### config.mk
export PLATFORM = sky130hd
export DESIGN_NAME = fp_operand_sched
export DESIGN_NICKNAME = d
export VERILOG_FILES = /design/src/rtl/fp_pkg.sv /design/src/rtl/init_number.sv /design/src/rtl/fp_operand_sched.sv
export SDC_FILE = /design/constraint.sdc
export NUM_CORES = 1
export LEC_CHECK = 0
export ABC_CLOCK_PERIOD_IN_PS = 2650
export CORE_MARGIN = 8
export CORE_UTILIZATION = 30
export DETAILED_ROUTE_END_ITERATION = 8
export DONT_BUFFER_PORTS = 1
export GPL_ROUTABILITY_DRIVEN = 0
export SLEW_MARGIN = 10
export SYNTH_ARGS = -nofsm -noshare
export SYNTH_HDL_FRONTEND = slang
export SYNTH_SLANG_ARGS = --single-unit
### constraint.sdc
create_clock -name clk -period 2.65 [get_ports clk]
set_input_delay 0.265 -clock clk [delete_from_list [all_inputs] [get_ports clk]]
set_output_delay 0.265 -clock clk [all_outputs]
set_load 0.02 [all_outputs]
### src/rtl/fp_pkg.sv
// rtl/fp_pkg.sv - shared widths, class codes, state encoding and field bundle for the fp front end
package fp_pkg;

    localparam int EXP_W  = 8;
    localparam int MANT_W = 23;
    localparam int EXT_W  = 26;
    localparam int TYPE_W = 3;

    localparam logic [TYPE_W-1:0] ZERO    = 3'd0;
    localparam logic [TYPE_W-1:0] SUBNORM = 3'd1;
    localparam logic [TYPE_W-1:0] NORMAL  = 3'd2;
    localparam logic [TYPE_W-1:0] INF     = 3'd3;
    localparam logic [TYPE_W-1:0] NAN     = 3'd4;

    typedef enum logic [1:0] {
        IDLE     = 2'd0,
        UNPACK_A = 2'd1,
        UNPACK_B = 2'd2,
        OUT      = 2'd3
    } state_t;

    typedef struct packed {
        logic              sign;
        logic [EXP_W-1:0]  exp;
        logic [MANT_W-1:0] mant;
        logic [EXT_W-1:0]  ext;
        logic [TYPE_W-1:0] typ;
    } fields_t;

endpackage

### src/rtl/init_number.sv
// rtl/init_number.sv - splits one single-precision word into sign, exponent, fraction, extended mantissa and class
module init_number
    import fp_pkg::*;
(
    input  logic [31:0]       num_i,
    output logic              sign_o,
    output logic [EXP_W-1:0]  exp_o,
    output logic [MANT_W-1:0] mant_o,
    output logic [EXT_W-1:0]  ext_o,
    output logic [TYPE_W-1:0] type_o
);

    logic exp_zero;
    logic exp_ones;
    logic mant_zero;

    assign sign_o    = num_i[31];
    assign exp_o     = num_i[30:23];
    assign mant_o    = num_i[22:0];
    assign exp_zero  = (num_i[30:23] == 8'h00);
    assign exp_ones  = (num_i[30:23] == 8'hFF);
    assign mant_zero = (num_i[22:0] == 23'd0);

    // Hidden bit on top, two zero guard bits below the fraction for later alignment.
    assign ext_o = {~exp_zero, num_i[22:0], 2'b00};

    // Classify from the exponent extremes and whether the fraction is empty.
    always_comb begin
        type_o = NORMAL;
        if (exp_zero) begin
            type_o = mant_zero ? ZERO : SUBNORM;
        end else if (exp_ones) begin
            type_o = mant_zero ? INF : NAN;
        end
    end

endmodule

### src/rtl/fp_operand_sched.sv
// rtl/fp_operand_sched.sv - round-robin operand-pair scheduler sharing one unpacker over A then B; FP_NAN_SKIP_EN enables NaN short-cut
module fp_operand_sched
    import fp_pkg::*;
#(
    parameter logic PRIO_INIT = 1'b0
) (
    input  logic              clk,
    input  logic              rst_n,
    input  logic              req0_valid,
    output logic              req0_ready,
    input  logic [31:0]       req0_a,
    input  logic [31:0]       req0_b,
    input  logic              req1_valid,
    output logic              req1_ready,
    input  logic [31:0]       req1_a,
    input  logic [31:0]       req1_b,
    output logic              out_valid,
    input  logic              out_ready,
    output logic              out_id,
    output logic              out_sign_a,
    output logic              out_sign_b,
    output logic [EXP_W-1:0]  out_exp_a,
    output logic [EXP_W-1:0]  out_exp_b,
    output logic [MANT_W-1:0] out_mant_a,
    output logic [MANT_W-1:0] out_mant_b,
    output logic [EXT_W-1:0]  out_ext_a,
    output logic [EXT_W-1:0]  out_ext_b,
    output logic [TYPE_W-1:0] out_type_a,
`ifdef FP_NAN_SKIP_EN
    output logic [TYPE_W-1:0] out_type_b,
    output logic              out_skip
`else
    output logic [TYPE_W-1:0] out_type_b
`endif
);

    state_t      state_q, state_d;
    logic        prio_q, prio_d;
    logic [31:0] a_q, b_q;
    logic        id_q;
    fields_t     fa_q, fb_q;
    fields_t     un;
    logic [31:0] un_in;
    logic        grant_valid;
    logic        grant_id;
`ifdef FP_NAN_SKIP_EN
    logic        skip_q;
`endif

    // Priority holder wins when valid, otherwise the other valid requester.
    always_comb begin
        grant_valid = req0_valid | req1_valid;
        grant_id    = 1'b0;
        if (prio_q) begin
            grant_id = req1_valid ? 1'b1 : 1'b0;
        end else begin
            grant_id = req0_valid ? 1'b0 : 1'b1;
        end
    end

    assign req0_ready = (state_q == IDLE) && grant_valid && !grant_id;
    assign req1_ready = (state_q == IDLE) && grant_valid &&  grant_id;

    // The single unpacker sees B only while B is being captured.
    assign un_in = (state_q == UNPACK_B) ? b_q : a_q;

    init_number u_init_number (
        .num_i  (un_in),
        .sign_o (un.sign),
        .exp_o  (un.exp),
        .mant_o (un.mant),
        .ext_o  (un.ext),
        .type_o (un.typ)
    );

    // Next state and priority hand-over.
    always_comb begin
        state_d = state_q;
        prio_d  = prio_q;
        case (state_q)
            IDLE: begin
                if (grant_valid) begin
                    state_d = UNPACK_A;
                    prio_d  = ~grant_id;
                end
            end
            UNPACK_A: begin
`ifdef FP_NAN_SKIP_EN
                state_d = (un.typ == NAN) ? OUT : UNPACK_B;
`else
                state_d = UNPACK_B;
`endif
            end
            UNPACK_B: state_d = OUT;
            OUT:      if (out_ready) state_d = IDLE;
            default:  state_d = IDLE;
        endcase
    end

    // State and priority registers.
    always_ff @(posedge clk or negedge rst_n) begin
        if (!rst_n) begin
            state_q <= IDLE;
            prio_q  <= PRIO_INIT;
        end else begin
            state_q <= state_d;
            prio_q  <= prio_d;
        end
    end

    // Operand latch on accept, then field capture for A and B in turn.
    always_ff @(posedge clk or negedge rst_n) begin
        if (!rst_n) begin
            a_q    <= '0;
            b_q    <= '0;
            id_q   <= 1'b0;
            fa_q   <= '0;
            fb_q   <= '0;
`ifdef FP_NAN_SKIP_EN
            skip_q <= 1'b0;
`endif
        end else begin
            case (state_q)
                IDLE: begin
                    if (grant_valid) begin
                        a_q  <= grant_id ? req1_a : req0_a;
                        b_q  <= grant_id ? req1_b : req0_b;
                        id_q <= grant_id;
                    end
                end
                UNPACK_A: begin
                    fa_q <= un;
`ifdef FP_NAN_SKIP_EN
                    skip_q <= (un.typ == NAN);
                    if (un.typ == NAN) begin
                        fb_q <= '0;
                    end
`endif
                end
                UNPACK_B: fb_q <= un;
                default: ;
            endcase
        end
    end

    assign out_valid  = (state_q == OUT);
    assign out_id     = id_q;
    assign out_sign_a = fa_q.sign;
    assign out_exp_a  = fa_q.exp;
    assign out_mant_a = fa_q.mant;
    assign out_ext_a  = fa_q.ext;
    assign out_type_a = fa_q.typ;
    assign out_sign_b = fb_q.sign;
    assign out_exp_b  = fb_q.exp;
    assign out_mant_b = fb_q.mant;
    assign out_ext_b  = fb_q.ext;
    assign out_type_b = fb_q.typ;
`ifdef FP_NAN_SKIP_EN
    assign out_skip   = skip_q;
`endif

endmodule

Yosys cells after proc, flatten, opt, wreduce, memory -nomap -nowiden
Index checks and enable logic that the tools add are counted.
{"block": "op_classes", "n_addsub": 0, "n_mul": 0, "div_mod_pow": 0, "order_cmp": 0, "eq_ne": 6, "shifts": 0, "mux": 13, "n_bitwise": 3, "reduce_logical": 9}
{"cell": "2-to-1 mux 32 bit", "n": 3}
{"cell": "zero test 23 bit", "n": 1}
{"cell": "2-to-1 mux 3 bit", "n": 3}
{"cell": "== test 8 bit (second input constant)", "n": 1}
{"cell": "zero test 8 bit", "n": 1}
{"cell": "one-hot mux 2 bit (4 select lines)", "n": 1}
{"cell": "== test 2 bit (second input constant)", "n": 2}
{"cell": "2-to-1 mux 1 bit", "n": 4}
{"cell": "2-to-1 mux 2 bit", "n": 2}
{"cell": "AND reduction 2 bit", "n": 2}
{"cell": "logical AND 1 bit", "n": 3}
{"cell": "== test 2 x 1 -> 1 bit (second input constant)", "n": 1}
{"cell": "zero test 2 bit", "n": 1}
{"cell": "!= test 2 x 1 -> 1 bit (second input constant)", "n": 1}
{"cell": "!= test 2 bit (second input constant)", "n": 1}
{"cell": "inverter 1 bit", "n": 2}
{"cell": "zero test 1 bit", "n": 1}
{"cell": "OR 1 bit", "n": 1}
{"block": "totals", "regBits": 186, "latchBits": 0, "ramBits": 0, "mem_bits_ro": 0, "in_bits": 133, "out_inout_bits": 126, "wordCells": 46, "memories": 0}

Longest topological paths before layout
{"block": "depth", "depth_word": 6, "depth_mapped": 8, "depth_no_buf": 7}

Cells and area by module
From an unflattened synthesis, not the netlist that was laid out.
{"block": "hier_totals", "hier_cells": 611, "hier_area_um2": 8493.1}
{"mod": "fp_operand_sched", "instances": 1, "cells_each": 534, "area_each_um2": 7945.1, "seq_area_each_um2": 4754.6}
{"mod": "init_number", "instances": 1, "cells_each": 77, "area_each_um2": 548.0, "seq_area_each_um2": 0.0}

Worst setup path after synthesis
Ideal clock, no wire load.
{"block": "synth_timing", "kind": "register to register", "from": "register state_q[0]", "to": "register fa_q, in the netlist out_type_a[0]", "setup_ns": 0.069, "arrival_time_ns": 2.224, "required_time_ns": 2.581, "setup_slack_ns": 0.357, "path_stages_with_launch": 9, "path_buffers": 1, "period_less_slack_ns": 2.293, "cell_sequence": "dfrtp_1 > inv_1 > ha_1 > buf_6 > or4_1 > o22a_1 > a211o_1 > or4b_1 > nand3_1"}
{"block": "synth_between", "elab_chain_len": 6, "word_cells_on_any_way": 10, "classes_between": "eq/ne: 3; mux: 5; reduce/logical: 2"}
{"element": "start, declared", "line": "fp_operand_sched.sv:37", "source": "state_t state_q, state_d;"}
{"element": "start signal, assigned", "line": "fp_operand_sched.sv:106", "source": "state_q <= state_d;"}
{"element": "== test 2 bit", "line": "fp_operand_sched.sv:65", "source": "assign un_in = (state_q == UNPACK_B) ? b_q : a_q;"}
{"element": "2-to-1 mux 32 bit", "line": "fp_operand_sched.sv:65"}
{"element": "zero test 23 bit", "line": "init_number.sv:22", "source": "assign mant_zero = (num_i[22:0] == 23'd0);"}
{"element": "2-to-1 mux 3 bit", "line": "init_number.sv:33", "source": "type_o = mant_zero ? INF : NAN;"}
{"element": "2-to-1 mux 3 bit", "line": "init_number.sv:32", "source": "end else if (exp_ones) begin"}
{"element": "2-to-1 mux 3 bit", "line": "init_number.sv:30", "source": "if (exp_zero) begin"}
{"element": "end signal, assigned", "line": "fp_operand_sched.sv:132", "source": "fa_q <= un;"}
{"element": "end, declared", "line": "fp_operand_sched.sv:41", "source": "fields_t fa_q, fb_q;"}
Parallel ways exist; a longest one is shown, timed or not.
A chain may end at the register's enable or synchronous reset.

Final worst setup path
{"block": "layout_timing", "from": "register state_q[0]", "to": "register a_q[20]"}
{"block": "layout_between", "elab_chain_len": 2}
{"element": "zero test 2 bit", "line": "fp_operand_sched.sv:123", "source": "case (state_q)"}
{"element": "AND reduction 2 bit (no line)"}
{"element": "end signal, assigned", "line": "fp_operand_sched.sv:126", "source": "a_q <= grant_id ? req1_a : req0_a;"}
{"element": "end, declared", "line": "fp_operand_sched.sv:39", "source": "logic [31:0] a_q, b_q;"}
Every way passes these cells.

==> impl_results.md <==
* Clock network power share at 0.189
* Commonest cells in the netlist: dfrtp_1 (140), inv_1 (72), a222oi_1 (64), buf_4 (50), a21oi_1 (39)
* Longest Clk Path Bufs at 2
* DR iter-0 viols at 671
* Mapped Area at 6360 um^2
* Dpl cells at 766
* Area delta synth->final at 28.1%
* # setup viols final at 0
* Synth unique cells at 33
* Initial antenna violation count at 1
* Yosys reg bits at 140
* Placed cell areas at 6330 um^2
* Residual DRC at 0
* Max-Cap Viols at 0
* Layout Nets at 772
* Drt wl/cell at 23.1 um
* CTS H-tree depth at 4
* Final min period at 2420 ps
* Post-route cell area at 8150 um^2
* Post-synth EDFFs at 0
* Critical path's largest stage delay at 610 ps
* Core Region at 20900 um^2
* Setup TNS Final at 0 ps
* Top cells by area, synth: dfrtp_1 (55%), a222oi_1 (10%), mux2_2 (6.0%)
* Outcome: finished with violations
* Top-count cell post-synth: dfrtp_1
* Core Util, Final at 0.390
* CP Cell Sequence: inv_1, ha_4, o21ai_4, buf_6, a222oi_1, dlygate4sd3_1, inv_1
* Rows at 53
* Period utilization at 0.915
* Reg power frac at 0.466
* Die width at 162 um
* First-pass GRT wire length at 32100 um
* CP required at 2970 ps
* Share of the synthesized area in the top cell type at 0.551
* Final Routed Wirelength at 21400 um
* Root Buffer: clkbuf_16
* Detail-routed via count per cell at 5.32
* Worst-margin pin slew at 836 ps
* Hold Path Class: primary input to asynchronous set/reset pin
* Data arrival, critical path at 2740 ps
* Clock Skew at 12.1 ps
* Input/output buffers at 0
* Critical path's most frequent cell: inv_1
* Startpoint type of the worst setup path: register
* Number of global-route vias before repair at 5355
* Final Max Tran Viols at 0
* Post-Syn Instances at 565
* Number of hold buffers added after CTS at 123
* Slew headroom at 0.443
* Total power divided by cell area at 1440 nW/um^2
* Sw Share at 0.445
* Crit-path slowest cell: dlygate4sd3_1
* Gr ovfl total at 0
* Worst-Skew Late Latency at 420 ps
* Comb pwr share at 0.345
* Leak Pwr at 3.63 nW
* WHS at -452 ps
* R2r setup slk at 230 ps
* Final hold vios at 140
* Ys flop type: dfrtp_1
* Antenna Violating Nets Remaining at 0
* Yosys top cell by area: dfrtp_1
* Critical path class: register to register
* Die height at 162 um
* Hpwl dp at 13400 um
* RSZ-0062 raised after global routing: no
* YS warnings at 0
* Peak supply drop at 0.000634 V
* Async SR Flop Fraction at 1.00
* Share of cells above drive strength 1 at 0.131
* Initial Utilization at 0.304
* Syn Area/Cell at 11.3 um^2
* CTS Buf Count at 17
* CTS Sinks at 140
* Failing checks: negative hold slack
* Critical path capture point type: register
* Total global-route track usage at 0.160
* Seq/Total Area, Yosys at 0.551
* Top-Level Pins at 259
* FILL cells at 2001
* CTS tree: done
* Net Switching at 5.23 mW
* DIE AREA at 26100 um^2
* Clk slew on worst S/H paths at 70 ps
* Pin count of the biggest net entering global routing at 141
* Vias at 4914
* Pint at 6.51 mW
* 1st-pass router iterations at 9
* Crit path max fanout at 41
* Post-Layout Cell Count at 924
* Fmax at 412 MHz
-- area by class of cell --
type | instances | area (um^2) | share of cell area
Sequential cell | 140 | 3500 | 0.430
Multi-Input combinational cell | 269 | 2140 | 0.263
Timing Repair Buffer | 134 | 1330 | 0.164
Clock buffer | 18 | 439 | 0.0539
Tap cell | 275 | 344 | 0.0422
Inverter | 72 | 270 | 0.0332
Clock inverter | 14 | 108 | 0.0132
Antenna cell | 2 | 5.00 | 0.000614
-- kinds of logic after synthesis --
| family | share of synthesized area |
|---|---|
| other cells | 0.000590 |
| buf+inv | 0.125 |
| compound gates | 0.147 |
| mux | 0.107 |
| simple gates | 0.0596 |
| fa+ha+maj | 0.00984 |
| flops | 0.551 |
-- sequential cells by signal, indices dropped and copies added, names as in the netlist --
signal	flops
a_q	32
b_q	32
out_exp_a	8
out_exp_b	8
out_ext_a	2
out_ext_b	2
out_id	1
out_mant_a	22
out_mant_b	22
out_sign_a	1
out_sign_b	1
out_type_a	3
out_type_b	3
prio_q	1
state_q	2
-- stage by stage --
stage	setup slack (ps)	hold WS, ps	power (mW)
after detailed placement	310	-25.3	8.70
after CTS	37.9	-481	11.7
final	225	-452	11.7
after floorplan	357	-30.6	7.97
after global placement	385	-25.0	8.51
after global routing	92.0	-486	12.5
-- metal layers --
| layer | track usage | wire, um | vias to the layer above |
|---|---|---|---|
| li1 | - | - | 2144 |
| met1 | 0.180 | 8310 | 2452 |
| met2 | 0.271 | 10600 | 291 |
| met3 | 0.0618 | 2020 | 27 |
| met4 | 0.0593 | 422 | 0 |
| met5 | 0 | 0 | - |
-- worst max-delay path, delay by kind of cell (launching register included) --
family	cells	cell delay, ps
DFF	1	400
adders and majority gates	1	240
AOI/OAI and AO/OA	2	520
buffers and inverters	4	1140
-- timing repair --
| action | CTS | global route |
|---|---|---|
| endpoints found under the hold margin | 204 | 140 |
| endpoints found under the setup margin | 0 | 24 |
| resized for setup | 0 | 4 |
| buffers inserted | 0 | 0 |
-- power by group through the flow --
stage	Sequential [mW]	Clock (mW)	Combinational, mW
detailed placement	5.52	0	3.18
global route	5.64	2.40	4.46
finish	5.47	2.22	4.05
CTS	5.49	2.30	3.92
floorplan	4.52	0	3.45
global placement	5.48	0	3.03
-- final timing paths --
path	depth (start not counted)	to	startpoint
max	7	a_q[20]	state_q[0]
min	0	b_q[18]	rst_n
max reg2reg	7	a_q[20]	state_q[0]
min reg2reg	1	out_sign_b	b_q[31]
max in group asynchronous	0	out_mant_a[20]	rst_n
min in group clk	2	a_q[30]	req0_a[30]
-- layout by cell type (no fill, tap or decap), types with 3 or more instances in the layout --
master / synthesis / routed
o21ai_0: 7 / 6
mux2_2: 34 / 34
nor2_1: 38 / 38
inv_6: 0 / 5
nand3_1: 3 / 3
dlygate4sd3_1: 0 / 123
dfrtp_1: 140 / 140
clkinvlp_4: 0 / 3
conb_1: 1 / 4
nor4_1: 12 / 12
clkinv_4: 0 / 3
a222oi_1: 64 / 64
inv_1: 72 / 72
nor2b_1: 3 / 3
mux2i_1: 30 / 30
clkbuf_16: 0 / 17
clkinv_2: 0 / 3
nand4_1: 4 / 4
nand2_1: 7 / 7
buf_4: 50 / 8
a21oi_1: 39 / 37
(Power assumes the default switching activity.)
